[src/rtl/fsm_traffic_ctrl.sv]
// Highway / farm-road traffic light controller: four-phase Moore lamp FSM with
// a Mealy start-timer pulse issued on every phase change.
module fsm_traffic_ctrl (
  input  logic Clk,
  input  logic reset,
  input  logic TS,
  input  logic TL,
  input  logic C,
  output logic MR,
  output logic MY,
  output logic MG,
  output logic SR,
  output logic SY,
  output logic SG,
  output logic ST
);

  typedef enum logic [1:0] {
    HG = 2'b00,
    HY = 2'b01,
    FG = 2'b10,
    FY = 2'b11
  } state_e;

  state_e state_q, state_d;

  always_ff @(posedge Clk) begin
    if (!reset) state_q <= HG;
    else        state_q <= state_d;
  end

  always_comb begin
    state_d = state_q;
    ST      = 1'b0;
    MR      = 1'b0;
    MY      = 1'b0;
    MG      = 1'b0;
    SR      = 1'b0;
    SY      = 1'b0;
    SG      = 1'b0;
    unique case (state_q)
      HG: begin
        MG = 1'b1;
        SR = 1'b1;
        if (TL && C) begin
          state_d = HY;
          ST      = 1'b1;
        end
      end
      HY: begin
        MY = 1'b1;
        SR = 1'b1;
        if (TS) begin
          state_d = FG;
          ST      = 1'b1;
        end
      end
      FG: begin
        MR = 1'b1;
        SG = 1'b1;
        if (TL || !C) begin
          state_d = FY;
          ST      = 1'b1;
        end
      end
      FY: begin
        MR = 1'b1;
        SY = 1'b1;
        if (TS) begin
          state_d = HG;
          ST      = 1'b1;
        end
      end
      // Unreachable with a full 2-bit encoding, kept as a safe recovery path.
      default: begin
        MG      = 1'b1;
        SR      = 1'b1;
        state_d = HG;
      end
    endcase
    // The timer must not be kicked while the controller is held in reset.
    if (!reset) ST = 1'b0;
  end

endmodule

[config.mk]
export PLATFORM = sky130hd
export DESIGN_NAME = fsm_traffic_ctrl
export DESIGN_NICKNAME = d
export VERILOG_FILES = /design/src/rtl/fsm_traffic_ctrl.sv
export SDC_FILE = /design/constraint.sdc
export NUM_CORES = 1
export LEC_CHECK = 0
export ABC_AREA = 1
export CAP_MARGIN = 10
export CORE_AREA = 5 5 42 44
export CTS_CLUSTER_DIAMETER = 120
export DETAILED_ROUTE_END_ITERATION = 8
export DIE_AREA = 0 0 47 49
export SYNTH_ARGS = -nofsm -noshare
export SYNTH_HDL_FRONTEND = slang
export SYNTH_SLANG_ARGS = --single-unit
[constraint.sdc]
create_clock -name Clk -period 2 [get_ports Clk]
set_input_delay 0.6 -clock Clk [delete_from_list [all_inputs] [get_ports Clk]]
set_output_delay 0.6 -clock Clk [all_outputs]
set_load 0.005 [all_outputs]
==> impl_metrics.py, run 1 <==
metrics = {
    "grt": {
        "grt_pass1_wl_um": 876,
        "grt_antenna_before_repair": 0,
        "grt_util_all_layers_pct": 5.70,
        "grt_remaining_overflow": 0,
        "grt_max_degree": 6,
        "first_global_vias": 238,
    },
    "sta": {
        "worst_pin_slew_ns": 0.182,
        "clock-skew-final_ns": 0.000334,
        "holdWs_ns": 0.519,
        "worst_slew_margin_rel_pct": 87.9,
        "final-setup-viol-count": 0,
        "period_needed_ns": 1.97,
        "hold_viol_final": 0,
        "maxSlewViolCount": 0,
        "timing.final.crit_share_pct": 98.7,
        "rsz0062_at_grt": "true",
        "maxClockFrequency_ghz": 0.507,
    },
    "synth": {
        "ys_types": 13,
        "yosysTopAreaCell": "ha_1",
        "ys_ff_latch": 2,
        "synth_edf_count": 0,
        "avgSynthCellArea_um2": 6.36,
        "yosys_warnings": 0,
        "synth_flop_cell": "dfxtp_1",
        "synth-seq-area-share_pct": 18.0,
        "syn_area_um2": 223,
        "most_used_standard_cells_in_the_synthesized_netlist": "nand2_1 (7), nor2_1 (7), inv_1 (5)",
        "syn_nets": 44,
        "yosys.area.top_type_share_pct": 22.5,
        "fraction_of_registers_with_async_set_or_reset_after_synthesis_pct": 0,
        "synthesis.instances": 35,
        "synth.top_cells.by_area": "ha_1 (22%), dfxtp_1 (18%), nand2_1 (12%), nor2_1 (12%), inv_1 (8.4%)",
    },
    "cells_and_area": {
        "fillCellCount": 167,
        "num-nets-final": 65,
        "fin_area_um2": 427,
        "register_area_um2": 47.5,
        "multiInputGateArea_um2": 184,
        "area_growth_syn_to_layout_pct": 91.6,
        "antenna_diode_instance_count": 0,
        "largest_register_ffs": 2,
        "reg_top3": "state_q x2",
        "post_route_cells_drive_above_1_share_pct": 38.9,
        "largest_register": "state_q",
        "fin_cells": 70,
    },
    "setup_path": {
        "crit_path_max_incr_delay_ns": 0.49,
        "critPathKind": "flip-flop to output port",
        "timing.critical_path.to_type": "output port",
        "path_cells": "ha_2 > buf_4 > clkdlybuf4s50_1",
        "worst-endpoint-arrival_ns": 1.37,
        "critPathRequiredTime_ns": 1.40,
        "critical-path-top-delay-family": "buffers and inverters",
        "crit_path_max_fanout": 4,
        "slowest_stage": "clkdlybuf4s50_1",
        "worst_setup_start_kind": "flip-flop",
        "critPathBufInv": 2,
    },
    "cts": {
        "root_buffer": "clkbuf_4",
        "tritoncts": "yes",
        "cts_hold_buffers": 0,
        "numClockSinks": 2,
        "clock_tree_buf_depth": 2,
        "numCtsBuffers": 3,
        "clkLatencyLatePin_ns": 0.22,
        "ctsHtreeMaxLevel": 1,
        "clkSlewWorstSetupHoldPaths_ns": 0.03,
    },
    "routing": {
        "drtIter0Drc": 1,
        "wire_length_per_cell_um": 8.43,
        "post-route-drc-count": 0,
        "dr.pass1.iters": 3,
        "viasPerCell": 3.76,
        "antenna_left": 0,
        "vias": 263,
        "drt-total-wl_um": 590,
    },
    "power_and_ir_drop": {
        "totalPowerFinal_mw": 0.685,
        "worst_ir_drop_vdd_v": 0.000446,
        "p_leak_nw": 0.218,
        "p_per_area_nw_per_um2": 1610,
    },
    "placement": {
        "portBuffers": 11,
        "dpl-instance-area_um2": 390,
        "placed_cells": 67,
        "hpwl_um": 470,
        "place_congestion": 0.706,
    },
    "floorplan": {
        "top_level_ports": 12,
        "placeableCoreArea_um2": 1400,
        "rows": 14,
        "floorplan.die.height_um": 49,
        "initial_core_util_pct": 15.9,
        "die_w_um": 47,
        "floorplan.die_area_um2": 2300,
    },
    "min_path": {
        "min_delay_path_class": "flip-flop to flip-flop",
    },
    "run_status": {
        "status": "completed",
    },
    "job": {
        "cap_viol_max_count": 0,
    },
}
## metrics by stage
step                      TNS [ns]  utilization [%]  setup WS [ns]
final                            0             30.4         0.0263
after detailed placement    -0.612             27.9         -0.510
after global placement      -0.553             27.9         -0.507
after global routing       -0.0446             30.4        -0.0223
after CTS                        0             30.7        0.00594
after floorplan                  0                -          0.427
## layout by cell type (no fill, tap or decap)
| cell type | instances |
|---|---|
| nand2_1 | 7 |
| nor2_1 | 7 |
| dlygate4sd2_1 | 7 |
| buf_4 | 5 |
| inv_1 | 3 |
| ha_2 | 3 |
| clkbuf_4 | 3 |
| clkdlybuf4s50_1 | 3 |
| or2_2 | 2 |
| inv_2 | 2 |
| nand3_1 | 2 |
| dfxtp_4 | 2 |
| o21ai_1 | 1 |
| nand3b_1 | 1 |
| nand2_2 | 1 |
| o21bai_1 | 1 |
| nor2_2 | 1 |
| nand4_1 | 1 |
| ha_4 | 1 |
| buf_2 | 1 |
## cell type report
cell class | count | share of cell area [%]
Sequential cell | 2 | 11.1
Clock buffer | 3 | 5.28
Tap cell | 16 | 4.69
Multi-Input combinational cell | 28 | 43.1
Timing Repair Buffer | 16 | 31.4
Inverter | 5 | 4.40
## worst min-delay path, stage by stage, from the launching register on
cell	delay [ns]
dfxtp_4	0.36
nor2_1	0.05
nor2_1	0.08
## power by group
group          internal (mW)  switching [mW]
Sequential            0.0747          0.0271
Clock                 0.0660          0.0213
Combinational          0.286           0.210
## final timing paths
check,startpoint,to,slack (ns),cells after the start
worst max-delay path,state_q[0],SY,0.03,3
worst min-delay path,state_q[0],state_q[0],0.52,2
worst max register to register,state_q[1],state_q[1],0.78,7
worst min register to register,state_q[0],state_q[0],0.52,2
## what timing repair did
item / CTS / global route
gates resized for setup: 21 / 2
buffers inserted: 0 / 0
endpoints found under the setup margin: 6 / 5
## cells by family (layout without fill, tap and decap cells)
| family | Yosys count | after routing | synth area share [%] |
|---|---|---|---|
| buffers and inverters | 5 | 24 | 8.43 |
| and+or+nand+nor | 22 | 22 | 45.5 |
| AOI/OAI and AO/OA | 2 | 2 | 5.62 |
| DFF | 2 | 2 | 18.0 |
| adders and majority gates | 4 | 4 | 22.5 |
## per-layer routing
layer,share of wire (%),vias to the layer above,track usage [%],routed length (um)
met1,42,109,5.69,249
met2,51,7,8.37,300
met5,0,-,0,0
met4,0,0,6.91,0
li1,-,147,-,-
met3,6.8,0,1.11,40
No activity file was read; power rests on OpenSTA's default activity.
==> run 2: changes to the inputs <==
--- a/config.mk
+++ b/config.mk
@@ -7,10 +7,10 @@
 export LEC_CHECK = 0
 export ABC_AREA = 1
 export CAP_MARGIN = 10
-export CORE_AREA = 5 5 42 44
+export CORE_AREA = 2 2 39 41
 export CTS_CLUSTER_DIAMETER = 120
 export DETAILED_ROUTE_END_ITERATION = 8
-export DIE_AREA = 0 0 47 49
+export DIE_AREA = 0 0 41 43
 export SYNTH_ARGS = -nofsm -noshare
 export SYNTH_HDL_FRONTEND = slang
 export SYNTH_SLANG_ARGS = --single-unit
==> run 2 against run 1 <==
Hold slack got worse by 0.0079 ns; first-iteration DRC count increased to 7.0 times the previous value; critical path type unchanged; sequential power decreased by 7%; global-route usage increased by 2.5 points; combinational power increased by 3%; largest cell class unchanged; sequential share of layout area decreased by 0.97 points; routed wire length decreased by 2.7%; total power increased by 1.4%; via count increased by 7.2%; largest power group unchanged; final cell count increased by 2.9%; fmax decreased by 0.53%.
==> impl_metrics.py, run 2 (synthesis results as in run 1) <==
metrics = {
    "cells_and_area": {
        "area_growth_syn_to_layout_pct": 98.9,
        "fin_cells": 72,
        "register_area_um2": 45.0,
        "reg_top3": "state_q x2",
        "post_route_cells_drive_above_1_share_pct": 41.1,
        "largest_register_ffs": 2,
        "fillCellCount": 166,
        "num-nets-final": 67,
        "most-common-layout-cells": "nand2_1 (7), nor2_1 (7), dlygate4sd2_1 (7), buf_4 (7), inv_1 (4)",
        "largest_register": "state_q",
        "antenna_diode_instance_count": 0,
        "multiInputGateArea_um2": 188,
    },
    "min_path": {
        "hold_path_depth": 2,
        "min_delay_path_class": "flip-flop to flip-flop",
        "min-delay-start": "state_q[1]",
        "end_of_the_worst_hold_path": "state_q[1]",
    },
    "setup_path": {
        "worstReg2RegEnd": "state_q[1]",
        "critPathKind": "flip-flop to output port",
        "critPathRequiredTime_ns": 1.40,
        "r2r_start": "state_q[1]",
        "worst-endpoint-arrival_ns": 1.38,
        "path_cells": "ha_2 > buf_4 > clkdlybuf4s50_1",
        "worstRegToRegCells": 7,
        "crit_path_max_fanout": 4,
        "regToRegSetupSlack_ns": 0.72,
        "worst_setup_start_kind": "flip-flop",
        "timing.critical_path.to_type": "output port",
        "slowest_stage": "clkdlybuf4s50_1",
        "crit_path_max_incr_delay_ns": 0.49,
    },
    "grt": {
        "grt_util_all_layers_pct": 8.22,
        "grt_pass1_wl_um": 952,
        "grt_remaining_overflow": 0,
        "grt_max_degree": 6,
        "grt_antenna_before_repair": 0,
        "first_global_vias": 272,
    },
    "floorplan": {
        "floorplan.die.height_um": 43,
        "rows": 14,
        "placeableCoreArea_um2": 1380,
        "floorplan.die_area_um2": 1760,
        "die_w_um": 41,
        "initial_core_util_pct": 16.1,
        "top_level_ports": 12,
    },
    "power_and_ir_drop": {
        "p_per_area_nw_per_um2": 1570,
        "p_leak_nw": 0.228,
        "worst_ir_drop_vdd_v": 0.000376,
    },
    "cts": {
        "ctsHtreeMaxLevel": 1,
        "clkSlewWorstSetupHoldPaths_ns": 0.03,
        "clkLatencyLatePin_ns": 0.22,
        "cts_hold_buffers": 0,
        "numCtsBuffers": 3,
        "clock_tree_buf_depth": 2,
        "tritoncts": "yes",
        "numClockSinks": 2,
        "root_buffer": "clkbuf_4",
    },
    "sta": {
        "clock-skew-final_ns": 0.00253,
        "period_needed_ns": 1.98,
        "hold_viol_final": 0,
        "timing.final.crit_share_pct": 99.2,
        "worst_slew_margin_rel_pct": 87.1,
        "worst_pin_slew_ns": 0.192,
        "maxClockFrequency_ghz": 0.504,
        "final-setup-viol-count": 0,
        "maxSlewViolCount": 0,
        "final.setup.tns_ns": 0,
        "rsz0062_at_grt": "true",
    },
    "routing": {
        "antenna_left": 0,
        "drt-total-wl_um": 574,
        "vias": 282,
        "wire_length_per_cell_um": 7.97,
        "dr.pass1.iters": 2,
        "drtIter0Drc": 7,
        "post-route-drc-count": 0,
        "viasPerCell": 3.92,
    },
    "run_status": {
        "status": "completed",
    },
    "placement": {
        "hpwl_um": 449,
        "place_congestion": 0.647,
        "portBuffers": 11,
        "placed_cells": 68,
    },
    "job": {
        "cap_viol_max_count": 0,
    },
}
run 2: changes by cell type in the layout (fill, tap and decap cells not counted), sizes merged:
cell and change:
buf +2
run 2: repair_timing:
| action | CTS | global route |
|---|---|---|
| endpoints found under the setup margin | 6 | 5 |
| buffers inserted | 0 | 1 |
| pin swaps | 0 | 1 |
| cloned | 0 | 0 |
| resized for setup | 16 | 6 |
run 2: stage by stage:
stage | setup slack [ns] | area, um2 | utilization, % | power, mW | hold WS, ns
floorplan | 0.427 | 223 | - | 0.334 | 0.494
global placement | -0.531 | 398 | 28.8 | 0.584 | 0.516
detailed placement | -0.524 | 398 | 28.8 | 0.592 | 0.528
CTS | -0.00892 | 423 | 30.6 | 0.672 | 0.515
global route | -0.0404 | 443 | 32.0 | 0.777 | 0.563
finish | 0.0157 | 443 | 32.0 | 0.695 | 0.511
run 2: routing by layer:
metal | track usage [%] | share of wire, % | vias to the layer above
li1 | - | - | 150
met3 | 1.57 | 8.4 | 0
met1 | 7.99 | 36 | 125
met4 | 8.00 | 0 | 0
met2 | 13.1 | 55 | 7
met5 | 0 | 0 | -
run 2: worst max path at each step:
stage,slack [ns],from,to,cells after the start
2_1_floorplan,0.43,state_q[1],ST,6
6_report,0.02,state_q[0],SY,3
3_3_place_gp,-0.53,TL,ST,8
5_1_grt,-0.04,state_q[1],SR,4
4_1_cts,-0.009,TL,ST,8
3_5_place_dp,-0.52,TL,ST,8
run 2: report_power, final:
| part | total [mW] | switching, mW | leakage, nW | internal (mW) |
|---|---|---|---|---|
| sequential | 0.0945 | 0.0239 | 0.0175 | 0.0705 |
| clock | 0.0876 | 0.0216 | 0.0138 | 0.0661 |
| combinational | 0.513 | 0.219 | 0.197 | 0.294 |
run 2: area by class of cell:
type | instances | area share [%]
repair buffers | 18 | 33.6
well taps | 16 | 4.52
multi-input cells | 28 | 42.4
flip-flops and latches | 2 | 10.2
inverters | 5 | 4.24
clock buffers | 3 | 5.08
run 2: worst max-delay path, delay by kind of cell (launching register included):
family	cells	cell delay (ns)
buffers and inverters	2	0.61
adder cells (fa/ha/maj)	1	0.20
flip-flops	1	0.35
